## src/rtl/conv_window_ctrl.sv

```systemverilog
// Sequences a 3x3 convolution over a feature map: fetches each patch, hands it to the conv unit, writes the result.
// Optional macro CONV_ZERO_PAD_EN selects same-padding (zero taps outside the image) instead of valid convolution.
module conv_window_ctrl #(
    parameter int unsigned DW       = 32,
    parameter int unsigned AW       = 16,
    parameter int unsigned CONV_LAT = 1
) (
    input  logic              clk,
    input  logic              rst_n,
    input  logic              start,
    input  logic [AW-1:0]     img_w,
    input  logic [AW-1:0]     img_h,
    output logic              busy,
    output logic              done,
    output logic              rd_en,
    output logic [AW-1:0]     rd_addr,
    input  logic [DW-1:0]     rd_data,
    output logic [9*DW-1:0]   patch_flat,
    output logic              patch_valid,
    input  logic [DW-1:0]     conv_result,
    output logic              wr_valid,
    input  logic              wr_ready,
    output logic [AW-1:0]     wr_addr,
    output logic [DW-1:0]     wr_data
);

`ifdef CONV_ZERO_PAD_EN
    localparam int unsigned OFF = 1;
`else
    localparam int unsigned OFF = 0;
`endif
    localparam int unsigned TAPS = 9;
    localparam int unsigned LW   = (CONV_LAT < 2) ? 1 : $clog2(CONV_LAT + 1);

    typedef enum logic [2:0] {IDLE, FETCH, CONV, WRITE, DONE} state_t;

    state_t          state;
    logic [AW-1:0]   w_q, h_q, ow_q, oh_q;
    logic [AW-1:0]   ox, oy;
    logic [3:0]      tap_cnt;
    logic [LW-1:0]   lat_cnt;
    logic            rd_en_q;

    logic [AW-1:0]   ow_c, oh_c;
    logic            empty_c;
    logic            last_x_c, last_c;
    logic [AW-1:0]   nx_c, ny_c;

    // Output frame size from the requested input size
    always_comb begin
`ifdef CONV_ZERO_PAD_EN
        ow_c    = img_w;
        oh_c    = img_h;
        empty_c = (img_w == '0) || (img_h == '0);
`else
        ow_c    = img_w - AW'(2);
        oh_c    = img_h - AW'(2);
        empty_c = (img_w < AW'(3)) || (img_h < AW'(3));
`endif
    end

    // Row-major advance of the output pixel position
    always_comb begin
        last_x_c = (ox == ow_q - AW'(1));
        last_c   = last_x_c && (oy == oh_q - AW'(1));
        nx_c     = last_x_c ? '0 : ox + AW'(1);
        ny_c     = last_x_c ? oy + AW'(1) : oy;
    end

    // {in_bounds, address} of tap (ky*3+kx) for output pixel (cx, cy)
    function automatic logic [AW:0] tap_fn(input logic [3:0]    tap,
                                           input logic [AW-1:0] cx,
                                           input logic [AW-1:0] cy,
                                           input logic [AW-1:0] w,
                                           input logic [AW-1:0] h);
        logic [1:0]            kx, ky;
        logic signed [AW+1:0]  xs, ys;
        logic                  en;
        ky = (tap >= 4'd6) ? 2'd2 : ((tap >= 4'd3) ? 2'd1 : 2'd0);
        kx = 2'(tap - 4'(ky) * 4'd3);
        xs = $signed({2'b00, cx}) + $signed({{AW{1'b0}}, kx}) - $signed((AW+2)'(OFF));
        ys = $signed({2'b00, cy}) + $signed({{AW{1'b0}}, ky}) - $signed((AW+2)'(OFF));
        en = !xs[AW+1] && !ys[AW+1] &&
             (xs < $signed({2'b00, w})) && (ys < $signed({2'b00, h}));
        return {en, en ? AW'((2*AW)'(ys[AW-1:0]) * (2*AW)'(w)) + xs[AW-1:0] : AW'(0)};
    endfunction

    always_ff @(posedge clk or negedge rst_n) begin
        if (!rst_n) begin
            state       <= IDLE;
            busy        <= 1'b0;
            done        <= 1'b0;
            rd_en       <= 1'b0;
            rd_addr     <= '0;
            patch_flat  <= '0;
            patch_valid <= 1'b0;
            wr_valid    <= 1'b0;
            wr_addr     <= '0;
            wr_data     <= '0;
            w_q         <= '0;
            h_q         <= '0;
            ow_q        <= '0;
            oh_q        <= '0;
            ox          <= '0;
            oy          <= '0;
            tap_cnt     <= '0;
            lat_cnt     <= '0;
            rd_en_q     <= 1'b0;
        end else begin
            done        <= 1'b0;
            patch_valid <= 1'b0;
            rd_en_q     <= rd_en;
            unique case (state)
                IDLE: begin
                    if (start) begin
                        w_q     <= img_w;
                        h_q     <= img_h;
                        ow_q    <= ow_c;
                        oh_q    <= oh_c;
                        ox      <= '0;
                        oy      <= '0;
                        tap_cnt <= '0;
                        busy    <= 1'b1;
                        if (empty_c) begin
                            state <= DONE;
                        end else begin
                            {rd_en, rd_addr} <= tap_fn(4'd0, '0, '0, img_w, img_h);
                            state            <= FETCH;
                        end
                    end
                end
                FETCH: begin
                    // Read data lags its strobe by one cycle; skipped taps load zero
                    for (int k = 0; k < TAPS; k++) begin
                        if (tap_cnt == 4'(k + 1)) begin
                            patch_flat[k*DW +: DW] <= rd_en_q ? rd_data : '0;
                        end
                    end
                    if (tap_cnt < 4'd8) begin
                        {rd_en, rd_addr} <= tap_fn(tap_cnt + 4'd1, ox, oy, w_q, h_q);
                    end else begin
                        rd_en <= 1'b0;
                    end
                    if (tap_cnt == 4'(TAPS)) begin
                        state       <= CONV;
                        patch_valid <= 1'b1;
                        lat_cnt     <= '0;
                    end else begin
                        tap_cnt <= tap_cnt + 4'd1;
                    end
                end
                CONV: begin
                    if (lat_cnt == LW'(CONV_LAT)) begin
                        wr_data  <= conv_result;
                        wr_addr  <= AW'((2*AW)'(oy) * (2*AW)'(ow_q)) + ox;
                        wr_valid <= 1'b1;
                        state    <= WRITE;
                    end else begin
                        lat_cnt <= lat_cnt + LW'(1);
                    end
                end
                WRITE: begin
                    if (wr_ready) begin
                        wr_valid <= 1'b0;
                        if (last_c) begin
                            state <= DONE;
                        end else begin
                            ox               <= nx_c;
                            oy               <= ny_c;
                            tap_cnt          <= '0;
                            {rd_en, rd_addr} <= tap_fn(4'd0, nx_c, ny_c, w_q, h_q);
                            state            <= FETCH;
                        end
                    end
                end
                DONE: begin
                    done  <= 1'b1;
                    busy  <= 1'b0;
                    state <= IDLE;
                end
                default: state <= IDLE;
            endcase
        end
    end

endmodule

```

## config.mk

```make
export PLATFORM = sky130hd
export DESIGN_NAME = conv_window_ctrl
export DESIGN_NICKNAME = d
export VERILOG_FILES = /design/src/rtl/conv_window_ctrl.sv
export SDC_FILE = /design/constraint.sdc
export NUM_CORES = 2
export LEC_CHECK = 0
export ABC_AREA = 0
export CAP_MARGIN = 20
export CORE_MARGIN = 1
export CORE_UTILIZATION = 50
export CTS_BUF_LIST = sky130_fd_sc_hd__clkbuf_8
export DETAILED_ROUTE_END_ITERATION = 16
export PLACE_DENSITY = 0.81
export SLEW_MARGIN = 20
export SYNTH_ARGS = -nofsm -noshare
export SYNTH_HDL_FRONTEND = slang
export SYNTH_SLANG_ARGS = --single-unit
```

## constraint.sdc

```tcl
create_clock -name clk -period 9.95 [get_ports clk]
set_input_delay 1.99 -clock clk [delete_from_list [all_inputs] [get_ports clk]]
set_output_delay 1.99 -clock clk [all_outputs]
set_load 0.005 [all_outputs]
```

==> metrics.md <==
| Metric | Value |
|---|---|
| Synth Net Count | `4471` |
| Max-slew violation count | `0` |
| Congestion Overflow GR | `0` |
| Initial antenna violation count | `3` |
| Total vias in the final route | `approximately 29k` |
| Fin crit share | `0.913` |
| Drt wl/cell | `20.3 um` |
| DR pass1 iterations | `6` |
| Share of layout cells above drive strength 1 | `0.0476` |
| Die H | `264 um` |
| CTS Buffer Depth | `3` |
| # clock sinks | `460` |
| Port bufs | `456` |
| Post-DP HPWL | `76100 um` |
| Die area | `69700 um^2` |
| Vias in the first global route | `between 20k and 30k` |
| Max_slew headroom | `0.292` |
| P per Cell Area | `207 nW/um^2` |
| Worst hold endpoint | `wr_data[14]` |
| Layout fillers | `5614` |
| Min-delay src | `wr_data[14]` |
| Crit path top cell by count | `fa_1` |
| Clock transition at path regs | `0.08 ns` |
| Leak | `20.1 nW` |
| Reg-to-reg endpoint | `rd_addr[15]` |
| Synth Flop Type | `dfrtp_1` |
| CTS Buf Count | `a little under 80` |
| Top cells by area, synth | `dfrtp_1 34%, fa_1 17%, nand2_1 9.0%` |
| RSZ-0062 raised after global routing | `false` |
| Syn. warnings | `0` |
| Slowest cell delay on critical path | `approximately 0.63 ns` |
| Synth Area per Inst | `8.90 um^2` |
| Hold-fix buffers at CTS | `0` |
| Global router's overall resource usage | `0.303` |
| Die X | `264 um` |
| Async S/R FF share, synth | `1.00` |
| Largest net degree at the start of global routing | `190` |
| Layout Utilization | `0.611` |
| WHS Path Cells | `2` |
| DRC Markers | `0` |
| Root Buffer | `clkbuf_8` |
| Mapped Area | `34300 um^2` |
| Max Fclk | `0.110 GHz` |
| Seq/Total Area, Yosys | `0.335` |
| Row Count | `95` |
| # Post-CTS Setup Buffers | `0` |
| R2R Path Start | `ow_q[1]` |
| Initial Util | `0.508` |
| Min-Delay Path Class | `reg2reg` |
| Maxcap violations | `0` |
| Vias per cell | `5.52` |
| Core ar. | `67500 um^2` |
| Synth unique cells | `78` |
| Worst vdd ir | `0.148 mV` |
| Clock tree from TritonCTS | `yes` |
| Later-pin clock latency in the skew report | `0.71 ns` |
| Final worst path period need | `9.08 ns` |
| CP max-delay cell | `dfrtp_1` |
| Slew @ Worst Pin | `1.06 ns` |
| Crit-path max FO | `19` |
| Share of the synthesized area in the top cell type | `0.335` |
| Worst Setup End Kind | `flip-flop` |
| Clock Skews | `0.0528 ns` |
| WL final | `roughly 100000 um` |
| Post-route ant nets | `0` |
| Critical Path RT | `10.55 ns` |
| First-pass GRT wire length | `roughly 160000 um` |
| R2r setup slk | `0.87 ns` |
| Critical Path AT | `9.69 ns` |
| RD Place Congestion | `around 0.94` |
| Area grow syn2layout | `20.2%` |
| Path depth of the worst reg2reg path | `30` |
| # IOs | `roughly 460` |
| Yosys reg bits | `460` |
| Synth area leader | `dfrtp_1` |
| Status | `completed` |
| Post-Synthesis Cells | `3856` |
| DRT iter0 DRCs | `2548` |
| Worst Setup Path Type | `reg2reg` |
| Setup TNS | `0 ns` |
| # H-tree levels | `3` |
| Setup violations, final | `0` |
| Final Hold Fails | `0` |
| Number of flops mapped to enable cells by yosys | `0` |
| Post-CTS resize count | `0` |
| Nets | `4837` |
| Critical path startpoint category | `flip-flop` |
## cells in the mapped netlist (4+ instances only)
master and instances:
o22ai_1 4, dfrtp_1 460, xor2_1 57, and2_1 148, a21oi_1 76, o21bai_1 11, nor4_1 12, and4_1 5
a21boi_0 4, nand4_1 20, a211oi_1 5, nor3_1 22, clkbuf_1 201, or4_1 6, nand3b_1 6, a22o_1 10
buf_1 5, or3_1 8, and3_1 15, o31ai_1 12, nor3b_1 5, a31oi_1 12, xnor2_2 4, nand2b_1 10
a2111oi_0 4, o21ai_1 4, nor2_1 122, ha_1 231, a21o_1 33, a22oi_1 16, xnor2_1 179, fa_1 284
nor2b_1 12, nand2_1 823, inv_1 523, o21ai_0 401, nand3_1 40
## through the flow
stage	instance area [um^2]	cells	hold slack (ns)	power, mW	setup slack [ns]
floorplan	34300	3856	0.396	4.59	1.62
global placement	39600	5014	0.456	6.54	0.898
detailed placement	39600	5014	0.462	6.68	0.786
CTS	41200	5155	0.477	8.54	0.754
global route	41300	5157	0.490	9.04	0.428
finish	41300	5159	0.473	8.55	0.869
## state kept, by name, indices dropped and copies added (netlist names), 3 cells and up
signal / cells
w_q: 16
wr_data: 32
ow_q: 15
tap_cnt: 4
state: 3
h_q: 16
patch_flat: 288
rd_addr: 16
ox: 16
oh_q: 15
oy: 16
wr_addr: 16
## report_power, final
| group | internal, mW | total, mW | switching [mW] |
|---|---|---|---|
| Sequential | 2.59 | 3.29 | 0.695 |
| Clock | 0.972 | 1.83 | 0.857 |
| Combinational | 1.67 | 3.43 | 1.76 |
## cell families after synthesis
| group | count (synthesis) | synth area share |
|---|---|---|
| flops | 460 | 0.335 |
| buf+inv | 737 | 0.0812 |
| mux | 2 | 0.000984 |
| simple gates | 1279 | 0.166 |
| xor+xnor | 243 | 0.0641 |
| compound gates | 620 | 0.102 |
| fa+ha+maj | 515 | 0.250 |
## layer usage
layer	routed length, um	share of wire	global-route usage
met1	39900	0.38	0.373
met2	49100	0.47	0.496
met3	9350	0.089	0.0658
met4	6080	0.058	0.166
met5	0	0	0
## area by class of cell
class,count,area [um^2],area share
multi-input combinational,2659,20100,0.487
timing repair buffer,497,4900,0.119
clock inverter,38,267,0.00646
sequential,460,11500,0.279
clock buffer,103,1420,0.0343
tap,873,1090,0.0265
inverter,525,1970,0.0478
antenna,4,10.0,0.000243
## cell usage in the layout, fill, tap and decap left out, types with 5 or more instances in the layout
master,count
o21bai_1,11
and3_1,14
ha_1,231
a31oi_1,12
inv_1,545
nand2_2,5
nor3b_1,5
a22oi_1,16
o21ai_0,401
nor4_1,12
nor2b_1,12
clkbuf_8,103
nor2_1,122
or4_1,6
fa_1,284
and4_1,5
nand3b_1,6
clkinv_2,6
o31ai_1,12
a21o_1,33
a211oi_1,5
nand3_1,38
nand2b_1,10
nor3_1,22
or3_1,8
xor2_1,57
dfrtp_1,460
nand4_1,20
a21oi_1,76
xnor2_1,176
nand2_1,815
clkdlybuf4s50_1,455
a22o_1,10
and2_1,148
buf_4,39
xnor2_2,7
## worst max path at each step
stage	from	to	slack, ns	depth (start not counted)
after floorplan	w_q[0]	rd_addr[15]	1.62	34
after global placement	w_q[0]	rd_addr[15]	0.90	30
after detailed placement	ow_q[1]	rd_addr[15]	0.79	30
after CTS	w_q[0]	rd_addr[15]	0.75	30
after global routing	tap_cnt[0]	rd_addr[15]	0.43	33
final	ow_q[1]	rd_addr[15]	0.87	30
## critical path: cells and delay by family, from the launching register on
family	cells	cell delay, ns
DFF	1	0.63
xor gates and xnor gates	3	0.97
AOI/OAI and AO/OA	7	1.18
and+or+nand+nor	8	2.16
buffers and inverters	4	0.38
adders and majority gates	8	3.67
No activity file was read; power rests on OpenSTA's default activity.
